==> src/rtl/memory_port_arbiter.sv <==
// Arbitrates the single data-memory port between the load unit and the store buffer,
// with one outstanding bus transaction, starvation guard, timeout and flush handling.
module memory_port_arbiter #(
  parameter int unsigned STARVE_LIMIT   = 4,
  parameter int unsigned TIMEOUT_CYCLES = 64
) (
  input  logic        clk_i,
  input  logic        rst_n_i,
  input  logic        flush_i,
  input  logic        ld_req_i,
  input  logic [31:0] ld_addr_i,
  input  logic [1:0]  ld_width_i,
  output logic        ld_gnt_o,
  output logic        ld_valid_o,
  output logic [31:0] ld_data_o,
  output logic        ld_err_o,
  input  logic        st_req_i,
  input  logic [31:0] st_addr_i,
  input  logic [31:0] st_data_i,
  input  logic [1:0]  st_width_i,
  input  logic        st_buf_full_i,
  output logic        st_gnt_o,
  output logic        st_done_o,
  output logic        st_err_o,
  output logic        bus_req_o,
  output logic        bus_we_o,
  output logic [31:0] bus_addr_o,
  output logic [31:0] bus_wdata_o,
  output logic [1:0]  bus_width_o,
  input  logic        bus_ack_i,
  input  logic        bus_err_i,
  input  logic [31:0] bus_rdata_i,
  output logic        idle_o
);

  localparam int unsigned SW = $clog2(STARVE_LIMIT + 1);
  localparam int unsigned TW = $clog2(TIMEOUT_CYCLES);
  localparam logic [SW-1:0] STARVE_MAX = SW'(STARVE_LIMIT);
  localparam logic [TW-1:0] TO_LAST    = TW'(TIMEOUT_CYCLES - 1);

  typedef enum logic [1:0] {
    ST_IDLE       = 2'd0,
    ST_LOAD_WAIT  = 2'd1,
    ST_STORE_WAIT = 2'd2
  } state_e;

  state_e        state_r;
  logic [SW-1:0] starve_cnt_r;
  logic [TW-1:0] to_cnt_r;
  logic          discard_r;
  logic          ld_gnt_s;
  logic          st_gnt_s;
  logic          drop_ld_s;

  // Grant selection, only meaningful while idle.
  always_comb begin
    ld_gnt_s = 1'b0;
    st_gnt_s = 1'b0;
    if (state_r == ST_IDLE) begin
      if (st_req_i && (st_buf_full_i || (starve_cnt_r == STARVE_MAX))) begin
        st_gnt_s = 1'b1;
      end else if (ld_req_i && !flush_i) begin
        ld_gnt_s = 1'b1;
      end else if (st_req_i) begin
        st_gnt_s = 1'b1;
      end else begin
        st_gnt_s = 1'b0;
      end
    end else begin
      ld_gnt_s = 1'b0;
      st_gnt_s = 1'b0;
    end
  end

  // A flush arriving on the completion cycle also kills the load response.
  assign drop_ld_s = discard_r | flush_i;

  assign ld_gnt_o = ld_gnt_s;
  assign st_gnt_o = st_gnt_s;
  assign idle_o   = (state_r == ST_IDLE) & ~ld_req_i & ~st_req_i;

  // Transaction sequencer with registered bus fields and response pulses.
  always_ff @(posedge clk_i or negedge rst_n_i) begin
    if (!rst_n_i) begin
      state_r      <= ST_IDLE;
      starve_cnt_r <= '0;
      to_cnt_r     <= '0;
      discard_r    <= 1'b0;
      bus_req_o    <= 1'b0;
      bus_we_o     <= 1'b0;
      bus_addr_o   <= 32'd0;
      bus_wdata_o  <= 32'd0;
      bus_width_o  <= 2'd0;
      ld_valid_o   <= 1'b0;
      ld_data_o    <= 32'd0;
      ld_err_o     <= 1'b0;
      st_done_o    <= 1'b0;
      st_err_o     <= 1'b0;
    end else begin
      ld_valid_o <= 1'b0;
      st_done_o  <= 1'b0;

      if (!st_req_i || st_gnt_s) begin
        starve_cnt_r <= '0;
      end else if (ld_gnt_s && (starve_cnt_r != STARVE_MAX)) begin
        starve_cnt_r <= starve_cnt_r + SW'(1);
      end else begin
        starve_cnt_r <= starve_cnt_r;
      end

      case (state_r)
        ST_IDLE: begin
          to_cnt_r  <= '0;
          discard_r <= 1'b0;
          if (ld_gnt_s) begin
            bus_req_o   <= 1'b1;
            bus_we_o    <= 1'b0;
            bus_addr_o  <= ld_addr_i;
            bus_width_o <= ld_width_i;
            state_r     <= ST_LOAD_WAIT;
          end else if (st_gnt_s) begin
            bus_req_o   <= 1'b1;
            bus_we_o    <= 1'b1;
            bus_addr_o  <= st_addr_i;
            bus_wdata_o <= st_data_i;
            bus_width_o <= st_width_i;
            state_r     <= ST_STORE_WAIT;
          end else begin
            bus_req_o <= 1'b0;
          end
        end
        ST_LOAD_WAIT: begin
          if (bus_ack_i || (to_cnt_r == TO_LAST)) begin
            bus_req_o <= 1'b0;
            discard_r <= 1'b0;
            state_r   <= ST_IDLE;
            if (!drop_ld_s) begin
              ld_valid_o <= 1'b1;
              if (bus_ack_i) begin
                ld_data_o <= bus_rdata_i;
                ld_err_o  <= bus_err_i;
              end else begin
                ld_err_o  <= 1'b1;
              end
            end
          end else begin
            to_cnt_r <= to_cnt_r + TW'(1);
            if (flush_i) begin
              discard_r <= 1'b1;
            end
          end
        end
        ST_STORE_WAIT: begin
          if (bus_ack_i || (to_cnt_r == TO_LAST)) begin
            bus_req_o <= 1'b0;
            state_r   <= ST_IDLE;
            st_done_o <= 1'b1;
            st_err_o  <= bus_ack_i ? bus_err_i : 1'b1;
          end else begin
            to_cnt_r <= to_cnt_r + TW'(1);
          end
        end
        default: begin
          bus_req_o <= 1'b0;
          state_r   <= ST_IDLE;
        end
      endcase
    end
  end

endmodule

==> config.mk <==
export PLATFORM = sky130hd
export DESIGN_NAME = memory_port_arbiter
export DESIGN_NICKNAME = d
export VERILOG_FILES = /design/src/rtl/memory_port_arbiter.sv
export SDC_FILE = /design/constraint.sdc
export NUM_CORES = 1
export LEC_CHECK = 0
export ABC_AREA = 0
export CAP_MARGIN = 10
export CORE_UTILIZATION = 38
export CTS_BUF_LIST = sky130_fd_sc_hd__clkbuf_4
export DETAILED_ROUTE_END_ITERATION = 16
export PLACE_DENSITY = 0.88
export SKIP_CTS_REPAIR_TIMING = 1
export SLEW_MARGIN = 15
export SYNTH_ARGS = -nofsm -noshare
export SYNTH_HDL_FRONTEND = slang
export SYNTH_SLANG_ARGS = --single-unit
==> constraint.sdc <==
create_clock -name clk_i -period 1.65 [get_ports clk_i]
set_input_delay 0.33 -clock clk_i [delete_from_list [all_inputs] [get_ports clk_i]]
set_output_delay 0.33 -clock clk_i [all_outputs]
set_load 0.01 [all_outputs]
==> key figures <==
Flow run
  • Count of max-cap constraint violations: 0

Drt
  • Post-route DRC: 0
  • Via count: 4446
  • Number of nets with antenna violations after detailed routing: 0
  • Routed WL per cell: 19.11 um
  • Number of iterations in the first detailed-routing pass: 4
  • Via-per-instance ratio: ~5.0
  • Detailed-route wire length: approximately 17 mm
  • Iteration-0 DRC count of the detailed router: roughly 220

Logic synthesis
  • Cells after Synth: about 400
  • Net count after synthesis: ~560
  • Proportion of netlist area held by the largest area contributor: 58.03%
  • Area of the mapped netlist: ~5000 um2
  • Cell types with the largest area share after synthesis: dfrtp_1, nand2_1, o221a_2
  • Count of flip-flops with a built-in enable after synthesis: 0
  • Async set-reset flop share out of synthesis: 100.0%
  • Total number of yosys warnings: 0
  • Most used flip-flop cell after synthesis: dfrtp_1
  • Portion of the post-synthesis area used by sequential elements: around three fifths
  • Number of register bits inferred by synthesis: approximately 120
  • Top cell type by total area after synthesis: dfrtp_1
  • Number of library cell types mapped by synthesis: 46
  • Post-Syn Area per Cell: ~12 um2

Clock tree
  • Number of clock sinks: about 120
  • Skew-Pair Late Insertion Delay: ~520 ps
  • CTS max path bufs: 2
  • Clock-pin slew on the worst setup and hold paths: around 100 ps
  • Maximum level of the CTS H-tree: 4
  • Clock root buffer master: clkbuf_4
  • CTS tree: yes
  • Clock buffers created by TritonCTS: 17

Pwr
  • Internal power summed over all cells: 9.009 mW
  • Combinational power share: approximately half
  • Total power consumption of the routed design: between 10 and 15 mW
  • Worst vdd ir: between 900 and 1000 uV
  • Power density of the placed cells: 1559 nW/um2
  • Sequential fraction of design power: 34.9%
  • Switching part of the total: 34.44%
  • Leakage power: around 4.9 nW
  • Share of power burned in the clock network: 13.5%
  • Switching power: about 4.7 mW

GRT
  • Via count of the first global-routing pass: roughly 4400
  • Largest net degree at the start of global routing: 63
  • Number of antenna violations at the first check in global routing: 0
  • Total global routing track utilization: between 20 and 25%
  • First-pass GRT wire length: 22.52 mm
  • Residual overflow from global routing: 0

Layout
  • Share of layout cells above drive strength 1: 24.97%
  • Final standard cell area without fillers: between 8000 and 9000 um2
  • Net count reported at finish: 854
  • Area growth from synthesis to layout: 76.26%
  • Number of antenna diodes: 0

STA
  • Number of hold violations in the final report: 0
  • Slew headroom: a little under 70%
  • Max Clock Freq: a little under 500 MHz
  • Hold slack final: a little over 200 ps
  • Final Cycle Share: 124.7%
  • Slew of the pin with the lowest slew margin: between 400 and 500 ps
  • Unrepaired setup endpoints after global routing: yes
  • Setup skew after layout: roughly 12 ps
  • Count of final max-slew check failures: 0
  • Post-layout min period: between 2000 and 2500 ps
  • Final sum of negative setup slack: -15460 ps
  • Worst Setup Slack, final: -407.3 ps
  • Final setup violation count: ~100

Worst setup path
  • Worst stage delay on the critical path: 360 ps
  • Critical Path Source Type: register
  • Capturing element type of the critical path: output pin
  • Cell at the slowest stage of the critical path: dfrtp_1
  • Arr. time, crit path: 1730 ps
  • Largest fanout of any net on the critical path: 2
  • CP required: around 1300 ps
  • Critical path cell sequence: inv_1 -> ha_2 -> a21o_1 -> o211ai_4 -> inv_2 -> buf_6
  • Critical path type: reg2out

Run status
  • Violations in the final reports: negative setup slack
  • Status: complete, but fails checks

Die
  • Vertical die dimension: between 100 and 150 um
  • Initial standard-cell utilization of the core: 39.32%
  • Area of the placeable core: 12720 um2
  • Number of standard-cell rows in the floorplan: 41
  • Area of the die: ~14000 um2
  • Io pins: 247
  • Die width: ~120 um

Hold path
  • Class of the most critical hold timing path: in2async

Placement
  • Cell area after placement: 7854 um2
  • Input/output buffers: between 200 and 250
  • Estimated wirelength of the detail-placed design: 10.88 mm
  • Weighted congestion reported at the end of routability-driven placement: between 0.7 and 0.8
## cell families after synthesis
family                   after synthesis  synth area share [%]
AND/OR/NAND/NOR                      168                 16.18
flip-flops                           116                 58.03
AO/OA/AOI/OAI                         53                 10.78
multiplexers                          37                 9.730
buffers and inverters                 30                 3.427
adder cells (fa/ha/maj)                6                 1.501
XOR/XNOR                               2                0.3502
## sequential cells by signal, summed over array words and instances, names as in the netlist
name and flops:
ld_data_o 32, st_err_o 1, bus_req_o 1, starve_cnt_r 3, st_done_o 1, bus_addr_o 32
bus_wdata_o 32, to_cnt_r 6, bus_width_o 2, ld_err_o 1, discard_r 1, ld_valid_o 1
state_r 2, bus_we_o 1
## metal layers
metal / part of all wire (%) / GRT usage (%)
met4: 2.4 / 8.945
met3: 9.5 / 8.718
met1: 36 / 24.69
met5: 0 / 0
met2: 52 / 38.19
## Yosys cell counts, drive strengths merged (4+ instances only)
cell type,instances
dfrtp,116
nand2,105
nand2b,37
o221a,34
mux2,33
buf,21
inv,8
nor2,7
ha,6
a21oi,4
mux2i,4
nand4,4
o21ai,4
## critical path, delay by kind of cell, from the launching register on
family	cells	cell delay, ps
compound gates	2	400
flops	1	360
fa+ha+maj	1	180
buf+inv	3	260
## power by group through the flow
stage / combinational [mW] / sequential (mW) / clock (mW)
6_report: 7.09 / 4.80 / 1.85
5_1_grt: 7.61 / 4.91 / 2.06
4_1_cts: 6.66 / 4.78 / 1.90
3_5_place_dp: 6.63 / 4.80 / 0
3_3_place_gp: 6.41 / 4.74 / 0
2_1_floorplan: 2.31 / 5.28 / 0
## final timing paths
check | start | endpoint | slack, ps | cells after the start
max | starve_cnt_r[0]$_DFFE_PN0P_ | st_gnt_o | -410 | 6
min | rst_n_i | ld_data_o[15]$_DFFE_PN0P_ | 200 | 2
max reg2reg | starve_cnt_r[0]$_DFFE_PN0P_ | bus_addr_o[11]$_DFFE_PN0P_ | -230 | 9
min reg2reg | bus_wdata_o[18]$_DFFE_PN0P_ | bus_wdata_o[18]$_DFFE_PN0P_ | 480 | 2
max in group asynchronous | rst_n_i | bus_wdata_o[4]$_DFFE_PN0P_ | 840 | 3
min in group clk_i | st_data_i[10] | bus_wdata_o[10]$_DFFE_PN0P_ | 320 | 3
## through the flow
stage | std cells | setup slack, ps | utilization, %
after floorplan | 412 | 5.159 | -
after global placement | 839 | -497.6 | 61.73
after detailed placement | 839 | -514.0 | 61.73
after CTS | 871 | -973.6 | 63.62
after global routing | 893 | -543.2 | 69.31
final | 893 | -407.3 | 69.31
## cell type report
cell class	count	area, um2
clock buffer	20	150.1
clock inverter	12	90.09
fill	882	3905
inverter	8	30.03
multi-input combinational	266	2076
sequential	116	2903
tap	172	215.2
timing repair buffer	299	3353
## cell usage in the layout (no fill, tap or decap), drive strengths merged, types with 3 or more instances in the layout
cell,instances
inv,8
nand2b,37
clkbuf,26
nand4,4
dfrtp,116
a21oi,4
nor2,7
o221a,34
o21ai,4
nand2,105
ha,6
clkinv,8
buf,50
clkdlybuf4s50,138
mux2i,4
dlymetal6s2s,104
mux2,33
clkinvlp,3
Note: power is estimated with default switching activity, not from simulation.
